$ cat config.mk
export PLATFORM = sky130hd
export DESIGN_NAME = cam_capture_ctrl
export DESIGN_NICKNAME = d
export VERILOG_FILES = /design/src/rtl/cam_capture_ctrl.sv
export SDC_FILE = /design/constraint.sdc
export NUM_CORES = 1
export LEC_CHECK = 0
export CELL_PAD_IN_SITES_DETAIL_PLACEMENT = 0
export CELL_PAD_IN_SITES_GLOBAL_PLACEMENT = 1
export CORE_ASPECT_RATIO = 1.1
export CORE_MARGIN = 4
export CORE_UTILIZATION = 40
export DETAILED_ROUTE_END_ITERATION = 10
export PLACE_DENSITY = 0.86
export SLEW_MARGIN = 20
export SYNTH_ARGS = -nofsm -noshare
export SYNTH_HDL_FRONTEND = slang
export SYNTH_SLANG_ARGS = --single-unit
$ cat constraint.sdc
create_clock -name i_clk -period 4.9 [get_ports i_clk]
set_clock_uncertainty 0.1 [all_clocks]
set_input_delay 0.98 -clock i_clk [delete_from_list [all_inputs] [get_ports i_clk]]
set_output_delay 0.98 -clock i_clk [all_outputs]
set_load 0.05 [all_outputs]
$ cat src/rtl/cam_capture_ctrl.sv
// Camera frame capture sequencer: packs href-qualified byte pairs into RGB565 pixels,
// writes them into the line FIFO and concurrently drains the FIFO into the frame buffer.
module cam_capture_ctrl #(
    parameter int H_PIXELS = 160,
    parameter int V_LINES  = 120,
    parameter int ADDR_W   = 15
) (
    input  logic              i_clk,
    input  logic              i_rst_n,
    input  logic              i_start,
    input  logic              i_vsync,
    input  logic              i_href,
    input  logic [7:0]        i_din,
    input  logic              i_fifo_full,
    input  logic              i_fifo_empty,
    input  logic [15:0]       i_fifo_dout,
    output logic              o_fifo_clr,
    output logic              o_fifo_wr,
    output logic [15:0]       o_fifo_din,
    output logic              o_fifo_rd,
    output logic              o_mem_we,
    output logic [ADDR_W-1:0] o_mem_addr,
    output logic [15:0]       o_mem_data,
    output logic              o_busy,
    output logic              o_done,
    output logic              o_overflow
);

    localparam int X_W = $clog2(H_PIXELS + 1);
    localparam int Y_W = $clog2(V_LINES + 1);

    localparam logic [X_W-1:0]    X_MAX    = X_W'(H_PIXELS);
    localparam logic [Y_W-1:0]    Y_MAX    = Y_W'(V_LINES);
    localparam logic [ADDR_W-1:0] ADDR_MAX = '1;

    localparam logic [1:0] S_IDLE    = 2'd0;
    localparam logic [1:0] S_WAIT_VS = 2'd1;
    localparam logic [1:0] S_CAPTURE = 2'd2;
    localparam logic [1:0] S_FLUSH   = 2'd3;

    logic [1:0]        r_state;
    logic              r_vs_d;
    logic              r_hr_d;
    logic              r_phase;
    logic [7:0]        r_hi;
    logic [X_W-1:0]    r_x;
    logic [Y_W-1:0]    r_y;
    logic              r_fifo_clr;
    logic              r_fifo_wr;
    logic [15:0]       r_fifo_din;
    logic              r_mem_we;
    logic [ADDR_W-1:0] r_mem_addr;
    logic              r_done;
    logic              r_overflow;

    logic w_busy;
    logic w_vs_fall;
    logic w_vs_rise;
    logic w_hr_fall;
    logic w_pix_keep;
    logic w_fifo_rd;
    logic w_flush_done;

    assign w_busy     = (r_state != S_IDLE);
    assign w_vs_fall  = r_vs_d & ~i_vsync;
    assign w_vs_rise  = ~r_vs_d & i_vsync;
    assign w_hr_fall  = r_hr_d & ~i_href;
    assign w_pix_keep = (r_x < X_MAX) && (r_y < Y_MAX);

    // r_mem_we is the previous cycle's read, so reads alternate; no read while the clear lands.
    assign w_fifo_rd    = w_busy & ~i_fifo_empty & ~r_mem_we & ~r_fifo_clr;
    assign w_flush_done = i_fifo_empty & ~r_mem_we & ~r_fifo_wr;

    always_ff @(posedge i_clk or negedge i_rst_n) begin
        if (!i_rst_n) begin
            r_state    <= S_IDLE;
            r_vs_d     <= 1'b0;
            r_hr_d     <= 1'b0;
            r_phase    <= 1'b0;
            r_hi       <= 8'h00;
            r_x        <= '0;
            r_y        <= '0;
            r_fifo_clr <= 1'b0;
            r_fifo_wr  <= 1'b0;
            r_fifo_din <= 16'h0000;
            r_mem_we   <= 1'b0;
            r_mem_addr <= '0;
            r_done     <= 1'b0;
            r_overflow <= 1'b0;
        end else begin
            // NOTE: pulses default low here and are raised below; last non-blocking write wins.
            r_vs_d     <= i_vsync;
            r_hr_d     <= i_href;
            r_fifo_clr <= 1'b0;
            r_fifo_wr  <= 1'b0;
            r_done     <= 1'b0;
            r_mem_we   <= w_fifo_rd;
            if (r_mem_we && (r_mem_addr != ADDR_MAX)) begin
                r_mem_addr <= r_mem_addr + 1'b1;
            end

            case (r_state)
                S_IDLE: begin
                    if (i_start) begin
                        r_state    <= S_WAIT_VS;
                        r_fifo_clr <= 1'b1;
                        r_overflow <= 1'b0;
                        r_mem_addr <= '0;
                        r_x        <= '0;
                        r_y        <= '0;
                        r_phase    <= 1'b0;
                    end
                end
                S_WAIT_VS: begin
                    if (w_vs_fall) begin
                        r_state <= S_CAPTURE;
                    end
                end
                S_CAPTURE: begin
                    if (w_vs_rise || (r_y == Y_MAX)) begin
                        r_state <= S_FLUSH;
                    end
                    if (w_hr_fall) begin
                        if (r_y != Y_MAX) begin
                            r_y <= r_y + 1'b1;
                        end
                        r_x     <= '0;
                        r_phase <= 1'b0;
                    end else if (i_href) begin
                        r_phase <= ~r_phase;
                        if (!r_phase) begin
                            r_hi <= i_din;
                        end else begin
                            if (r_x != X_MAX) begin
                                r_x <= r_x + 1'b1;
                            end
                            if (w_pix_keep) begin
                                if (i_fifo_full) begin
                                    r_overflow <= 1'b1;
                                end else begin
                                    r_fifo_wr  <= 1'b1;
                                    r_fifo_din <= {r_hi, i_din};
                                end
                            end
                        end
                    end
                end
                S_FLUSH: begin
                    if (w_flush_done) begin
                        r_state <= S_IDLE;
                        r_done  <= 1'b1;
                    end
                end
                default: r_state <= S_IDLE;
            endcase
        end
    end

    assign o_fifo_clr = r_fifo_clr;
    assign o_fifo_wr  = r_fifo_wr;
    assign o_fifo_din = r_fifo_din;
    assign o_fifo_rd  = w_fifo_rd;
    assign o_mem_we   = r_mem_we;
    assign o_mem_addr = r_mem_addr;
    assign o_mem_data = r_mem_we ? i_fifo_dout : 16'h0000;
    assign o_busy     = w_busy;
    assign o_done     = r_done;
    assign o_overflow = r_overflow;

endmodule

# Word-level counts from Yosys, hierarchy flattened
# Index checks and enable logic that the tools add are counted.
[totals]
latch_bits = 0
romBits = 0
mem_bits_rw = 0
n_memories = 0
word_cells = 110
regBits = 64
input_bits = 31
output_inout_bits = 54
[op_classes]
n_eq_ne = 21
add_sub_neg = 3
n_reduce_logical = 13
magnitude_cmp = 2
div_mod_pow = 0
muxes = 39
n_mul = 0
bitwise = 18
n_shift = 0
[op_table]
columns = ["op", "count"]
rows = [
  ["15-bit 2-to-1 mux", 3],
  ["8-bit 2-to-1 mux", 5],
  ["2-bit inequality test (second input constant)", 11],
  ["7-bit 2-to-1 mux", 3],
  ["1-bit 2-to-1 mux", 18],
  ["16-bit 2-to-1 mux", 1],
  ["8-bit one-hot mux with 2 select lines", 1],
  ["15-bit by 1-bit adder with 15-bit output (second input constant)", 1],
  ["15-bit inequality test (second input constant)", 1],
  ["7-bit one-hot mux with 2 select lines", 1],
  ["4-bit AND reduction", 3],
  ["1-bit inverter", 10],
  ["3-bit inequality test (second input constant)", 3],
  ["8-bit by 1-bit adder with 8-bit output (second input constant)", 1],
  ["1-bit bitwise AND", 8],
  ["8-bit less-than comparator (second input constant)", 1],
  ["2-bit 2-to-1 mux", 4],
  ["8-bit inequality test (second input constant)", 1],
  ["2-bit one-hot mux with 4 select lines", 1],
  ["7-bit by 1-bit adder with 7-bit output (second input constant)", 1],
  ["7-bit equality test (second input constant)", 1],
  ["7-bit less-than comparator (second input constant)", 1],
  ["7-bit inequality test (second input constant)", 1],
  ["7-bit AND reduction", 1],
  ["10 further kinds", 14],
]

# Logic depth before layout (Yosys ltp)
# Gate-level depths: netlist of run 1.
[logic_depth]
depth_word = 7
mapped_depth = 8
mapped_depth_nobuf = 6

# Worst setup path after synthesis of run 1
# Ideal clock, no wire load.
[synth_timing]
path_kind = "input to output"
from = "input i_fifo_empty"
to = "output o_fifo_rd"
t_required_ps = 3820
arrival_time_ps = 2535
n_path_buf = 0
slack_ps = 1285
path_stages = 1
cell_sequence = "nor4_1"
[synth_via]
elab_chain_len = 4
[synth_rtl]
columns = ["item", "line_no", "rtl"]
rows = [
  ["from (decl)", "15", "input logic i_fifo_empty,"],
  ["1-bit inverter", "71", "assign w_fifo_rd = w_busy & ~i_fifo_empty & ~r_mem_we & ~r_fifo_clr;"],
  ["1-bit bitwise AND (3 in series)", "71", ""],
  ["to (decl)", "20", "output logic o_fifo_rd,"],
]
# Every way passes these cells.

# Final worst setup path of run 1
# Same ends and word-level chain as after synthesis.

==> results of run 1 <==
cell type report:
cell class	instances	share of cell area [%]
clock buffers	10	3.18
clock inverters	6	1.59
inverters	13	1.13
multi-input cells	208	34.6
flip-flops and latches	64	37.0
well taps	105	3.03
repair buffers	85	19.5
synth_stat cells (4+ instances only):
cell	instances
dfrtp_1	64
mux2_2	22
a21oi_1	19
and2_1	17
nand2_1	16
nand3_1	14
inv_1	13
nor2_1	11
o21ai_0	11
or3_1	10
ha_1	9
nand4_1	9
o31ai_1	6
o21ai_1	5
or4_1	5
and3_1	4
how the worst min path moves through the flow:
stage,to,cells past startpoint
5_1_grt,o_mem_we,1
4_1_cts,o_mem_we,1
3_3_place_gp,o_mem_we,1
3_5_place_dp,o_mem_we,1
6_report,o_mem_we,1
2_1_floorplan,o_fifo_din[10],1
per-layer routing:
| metal | share of wire [%] | track usage, % | vias to the layer above |
|---|---|---|---|
| li1 | - | - | 1257 |
| met1 | 44 | 21.3 | 1260 |
| met2 | 50 | 25.9 | 61 |
| met3 | 5.3 | 4.16 | 4 |
| met4 | 0.85 | 6.20 | 0 |
| met5 | 0 | 0 | - |
worst register-to-register path, delay by kind of cell, from the launching register on:
family	cells	cell delay (ns)
buffers and inverters	1	0.11
DFF	1	0.41
adders and majority gates	1	0.56
and+or+nand+nor	3	1.05
muxes	1	0.42
power groups by stage:
stage	Sequential [uW]	Combinational (uW)	Clock (uW)
detailed placement	816	1240	0
CTS	809	1240	477
global placement	809	1230	0
global route	834	1310	501
floorplan	1100	556	0
finish	808	1230	464
stage by stage:
step	worst slack [ns]	cells	utilization (%)
after global placement	1.26	475	54.0
after CTS	1.20	491	56.7
after global routing	1.15	491	56.7
after detailed placement	1.21	475	54.0
after floorplan	1.29	293	-
final	1.21	491	56.7
flip-flops by register name, summed over array words and instances (netlist names):
signal and cells:
o_fifo_din 16, o_mem_addr 15, r_hi 8, r_x 8
r_y 7, r_state 2, o_done 1, o_fifo_clr 1
o_fifo_wr 1, o_mem_we 1, o_overflow 1, r_hr_d 1
r_phase 1, r_vs_d 1
cell families (layout without fill, tap and decap cells):
kind of cell	count (synthesis)	count (layout)	share of synthesized area (%)
compound gates	62	62	13.1
xor+xnor	4	4	1.10
fa+ha+maj	9	9	3.52
buf+inv	21	114	3.01
flops	64	64	50.1
mux	28	28	10.0
simple gates	105	105	19.1
==> impl_results.md, run 1 <==
- Relative slew slack: 42.3%
- Chip width: 93.3 um
- Cell mode on critical path: clkdlybuf4s50_1
- P per Cell Area: 577 mW/mm^2
- Min-delay src: o_fifo_clr
- Clock Latency Late Sink: 0.34 ns
- Clock Path Buffers: 2
- ANT cells: 0
- Synthesized Nets: 333
- Die height: 102 um
- Worst Hold Class: register to register
- Multi-input gate area: 0.00150 sq mm
- Crit path required time: 3.82 ns
- RePlAce Congestion: 0.799
- RSZ-0062 raised after global routing: no
- Syn Inst Count: 293
- Initial antenna violation count: 0
- Register Area: 0.00160 sq mm
- Pleak: 0.00180 uW
- Post-synth cell types: 54
- CTS clk-pin slew, worst paths: 0.07 ns
- Initial Util: 41.9%
- Final Setup Violations: 0
- Dominant synthesized flop cell: dfrtp_1
- DRC: 0
- Internal: 1380 uW
- Post-CTS Setup Bufs: 0
- Netlist Area Pre-Place: 0.00320 sq mm
- Resized cells post-CTS: 0
- Routed wire length: 7.51 mm
- Power share of the combinational group: 49.1%
- Ys Warns: 0
- Site Rows: 33
- Power after layout: 2500 uW
- ANT nets after route: 0
- Clock Sinks: 64
- Highest clock rate: 271 MHz
- Area Growth Syn to Fin: 35.4%
- Net count, final: 421
- Synth top area cells: dfrtp_1 (50%), mux2_2 (7.7%), ha_1 (3.5%), and2_1 (3.3%), a21oi_1 (3.0%)
- Root Buffer: clkbuf_8
- Peak VDD IR: 0.460 mV
- Register area share after synthesis: 50.1%
- CP max-delay cell: clkdlybuf4s50_1
- Ratio of final minimum period to clock period: 75.3%
- Register bit total from synthesis: 64
- Initial detailed-routing violation count: 111
- CP endpoint kind: output port
- Top cell type's share of synthesized area: 50.1%
- CP cell instances: clkdlybuf4s50_1, nor4_1, clkdlybuf4s50_1
- First-pass GRT wire length: 12.3 mm
- R2r worst-path depth: 6
- Mapped Avg Cell Area: 10.9 sq um
- Clock power share: 18.6%
- Final instance area: 0.00433 sq mm
- Status: completed
- Tightest Pin Transition: 0.862 ns
- Worst Setup SP: i_fifo_empty
- DR vias: 2582
- Worst Setup EP: o_fifo_rd
- Grt ovf: 0
- Die Area: 0.00949 sq mm
- Pin count of the biggest net entering global routing: 44
- DRT Pass-1 Iters: 4
- FF-to-FF Start: r_state[0]
- Max stage delay on crit path: 0.87 ns
- I/O Buffers: 84
- Sequential power share: 32.3%
- DR WL/cell: 15.3 um
- WP buf/inv: 2
- Drt via density: 5.26
- EDFF count, synth: 0
- Tot GR Track Use: 16.2%
- Post-synth top area cell: dfrtp_1
- Max Slew Vio Count: 0
- Layout cell share with drive strength beyond 1: 13.2%
- Most common cell after layout, fill and taps aside: clkdlybuf4s50_1
- Cell area after placement: 0.00413 sq mm
- Htree depth: 3
- Critical Path AT: 2.61 ns
- DP Wirelength: 5.43 mm
- Setup TNS: 0 ns
- Reg-to-reg endpoint: o_fifo_din[3]
- Worst hold slack: 0.340 ns
- CTS buffer count: 9
- Crit path max-delay family: buffers and inverters
- Vias in the first global route: 2520
- Fin crit period: 3.69 ns
- Final-layout fill cell count: 669
- Reg2reg setup slack: 2.13 ns
- CTS tree: built
- Hold_buf cts: 0
- Core Region: 0.00764 sq mm
- Cell depth of the worst setup path: 3
- Commonest cells after routing, fill and taps aside: clkdlybuf4s50_1 (83), dfrtp_1 (64), mux2_2 (22), a21oi_1 (19), and2_1 (17)
- Sw Ratio: 44.6%
- Net Switching: 1120 uW
- IO Pins: 85
- Final hold viol count: 0
- Crit Path Category: input pin to output port
- # Max-Cap Violations: 0
- CP Launch Type: input pin
- Asr flop ratio synth: 100%
- Worst-path fanout max: 2
Note: power is estimated with default switching activity, not from simulation.
==> run 2, diff against run 1 <==
Settings changed: CORE_UTILIZATION 40 to 34, PLACE_DENSITY 0.86 to 0.78.
Clock period 4.9 ns to 3.15 ns, I/O delays scaled along.
==> impl_results.md, run 2 (synthesis gave the netlist of run 1 again) <==
- Pin count of the biggest net entering global routing: 37
- Reg2reg setup slack: 0.74 ns
- Max Slew Vio Count: 0
- Routed wire length: 7.83 mm
- Clock Latency Late Sink: 0.33 ns
- Post-CTS Setup Bufs: 0
- Drt via density: 5.15
- Chip width: 100 um
- Initial Util: 35.5%
- Initial detailed-routing violation count: 62
- Grt met2 use: 25.1%
- Site Rows: 36
- Ratio of final minimum period to clock period: 89.4%
- CTS tree: built
- Peak VDD IR: 0.586 mV
- Core Region: 0.00901 sq mm
- I/O Buffers: 84
- Most common cell after layout, fill and taps aside: clkdlybuf4s50_1
- Fin crit period: 2.82 ns
- Die height: 110 um
- Area Growth Syn to Fin: 36.0%
- R2r worst-path depth: 6
- Tightest Pin Transition: 0.893 ns
- Setup TNS: 0 ns
- Clock Sinks: 64
- Net count, final: 423
- Worst hold slack: 0.236 ns
- Pleak: 0.00181 uW
- DRC: 0
- Hold_buf cts: 0
- Final instance area: 0.00435 sq mm
- Initial antenna violation count: 0
- Root Buffer: clkbuf_8
- ANT nets after route: 0
- Critical Path AT: 2.09 ns
- Placed cell count: 486
- Highest clock rate: 355 MHz
- ANT cells: 0
- CTS clk-pin slew, worst paths: 0.07 ns
- CP Launch Type: register
- Grt ovf: 0
- DP Wirelength: 5.72 mm
- Vias in the first global route: 2577
- FF-to-FF Start: r_state[0]
- CTS buffer count: 9
- Met3 usage: 4.38%
- Gr busiest metal: met2
- RePlAce Congestion: 0.742
- Crit path required time: 2.42 ns
- Non-filler cells, final: 502
- DR WL/cell: 15.6 um
- First-pass GRT wire length: 12.9 mm
- Max FFs per register: 16
- Final Setup Violations: 0
- Clock Path Buffers: 2
- Htree depth: 3
- Status: completed
- Commonest cells after routing, fill and taps aside: clkdlybuf4s50_1 (82), dfrtp_1 (64), mux2_2 (22), a21oi_1 (19), and2_1 (17)
- DRT Pass-1 Iters: 4
- Crit Path Category: register to output port
- DR vias: 2584
- Met1 Use GR: 18.4%
- P per Cell Area: 878 mW/mm^2
- Tot GR Track Use: 14.7%
- IO Pins: 85
- Layout cell share with drive strength beyond 1: 14.2%
- Cell area after placement: 0.00417 sq mm
- Die Area: 0.0110 sq mm
- CP endpoint kind: output port
- Worst Hold Class: input pin to async pin
- Reg-to-reg endpoint: r_x[2]
- Worst-path fanout max: 8
- Final hold viol count: 0
- RSZ-0062 raised after global routing: no
- Resized cells post-CTS: 0
- # Max-Cap Violations: 0
- Relative slew slack: 40.3%
## run 2: changes by cell type in the layout (fill, tap and decap cells not counted), sizes merged
cell | before | now
clkinvlp | 4 | 1
buf | 2 | 5
inv | 13 | 14
clkbuf | 10 | 9
clkinv | 1 | 5
clkdlybuf4s50 | 83 | 82
bufinv | 1 | 0
## run 2: how the worst max path moves through the flow
| stage | to | startpoint | cells past startpoint |
|---|---|---|---|
| detailed placement | o_mem_data[12] | i_fifo_dout[12] | 3 |
| finish | o_busy | r_state[1] | 4 |
| CTS | o_busy | r_state[1] | 4 |
| global placement | o_mem_data[5] | i_fifo_dout[5] | 3 |
| global route | o_busy | r_state[1] | 4 |
| floorplan | o_fifo_rd | o_mem_we | 2 |
## run 2: area by class of cell
cell class,count,area (sq um)
Clock buffer,9,124
Tap cell,114,143
Timing Repair Buffer,87,868
Fill cell,862,4660
Clock inverter,7,56.3
Inverter,13,48.8
Multi-Input combinational cell,208,1510
Sequential cell,64,1600
## run 2: critical path, cell delays in order, from the launching register on
cell	delay, ns
dfrtp_1	0.40
inv_1	0.08
ha_1	0.31
inv_1	0.15
clkdlybuf4s50_1	0.81
## run 2: metrics by stage
stage	total power (uW)	setup WS (ns)	util, %
2_1_floorplan	2580	0.574	-
3_3_place_gp	3180	0.415	46.3
3_5_place_dp	3220	0.400	46.3
4_1_cts	3870	0.293	48.3
5_1_grt	4050	0.194	48.3
6_report	3820	0.334	48.3
## run 2: layer usage
layer / up-vias / share of wire [%]
met2: 50 / 53
met5: - / 0
met1: 1267 / 42
met3: 4 / 3.8
met4: 0 / 0.97
li1: 1263 / -
## run 2: power by group
group | switching, uW | internal (uW)
Combinational | 1220 | 712
Clock | 344 | 292
Sequential | 195 | 1060
Total | 1760 | 2060
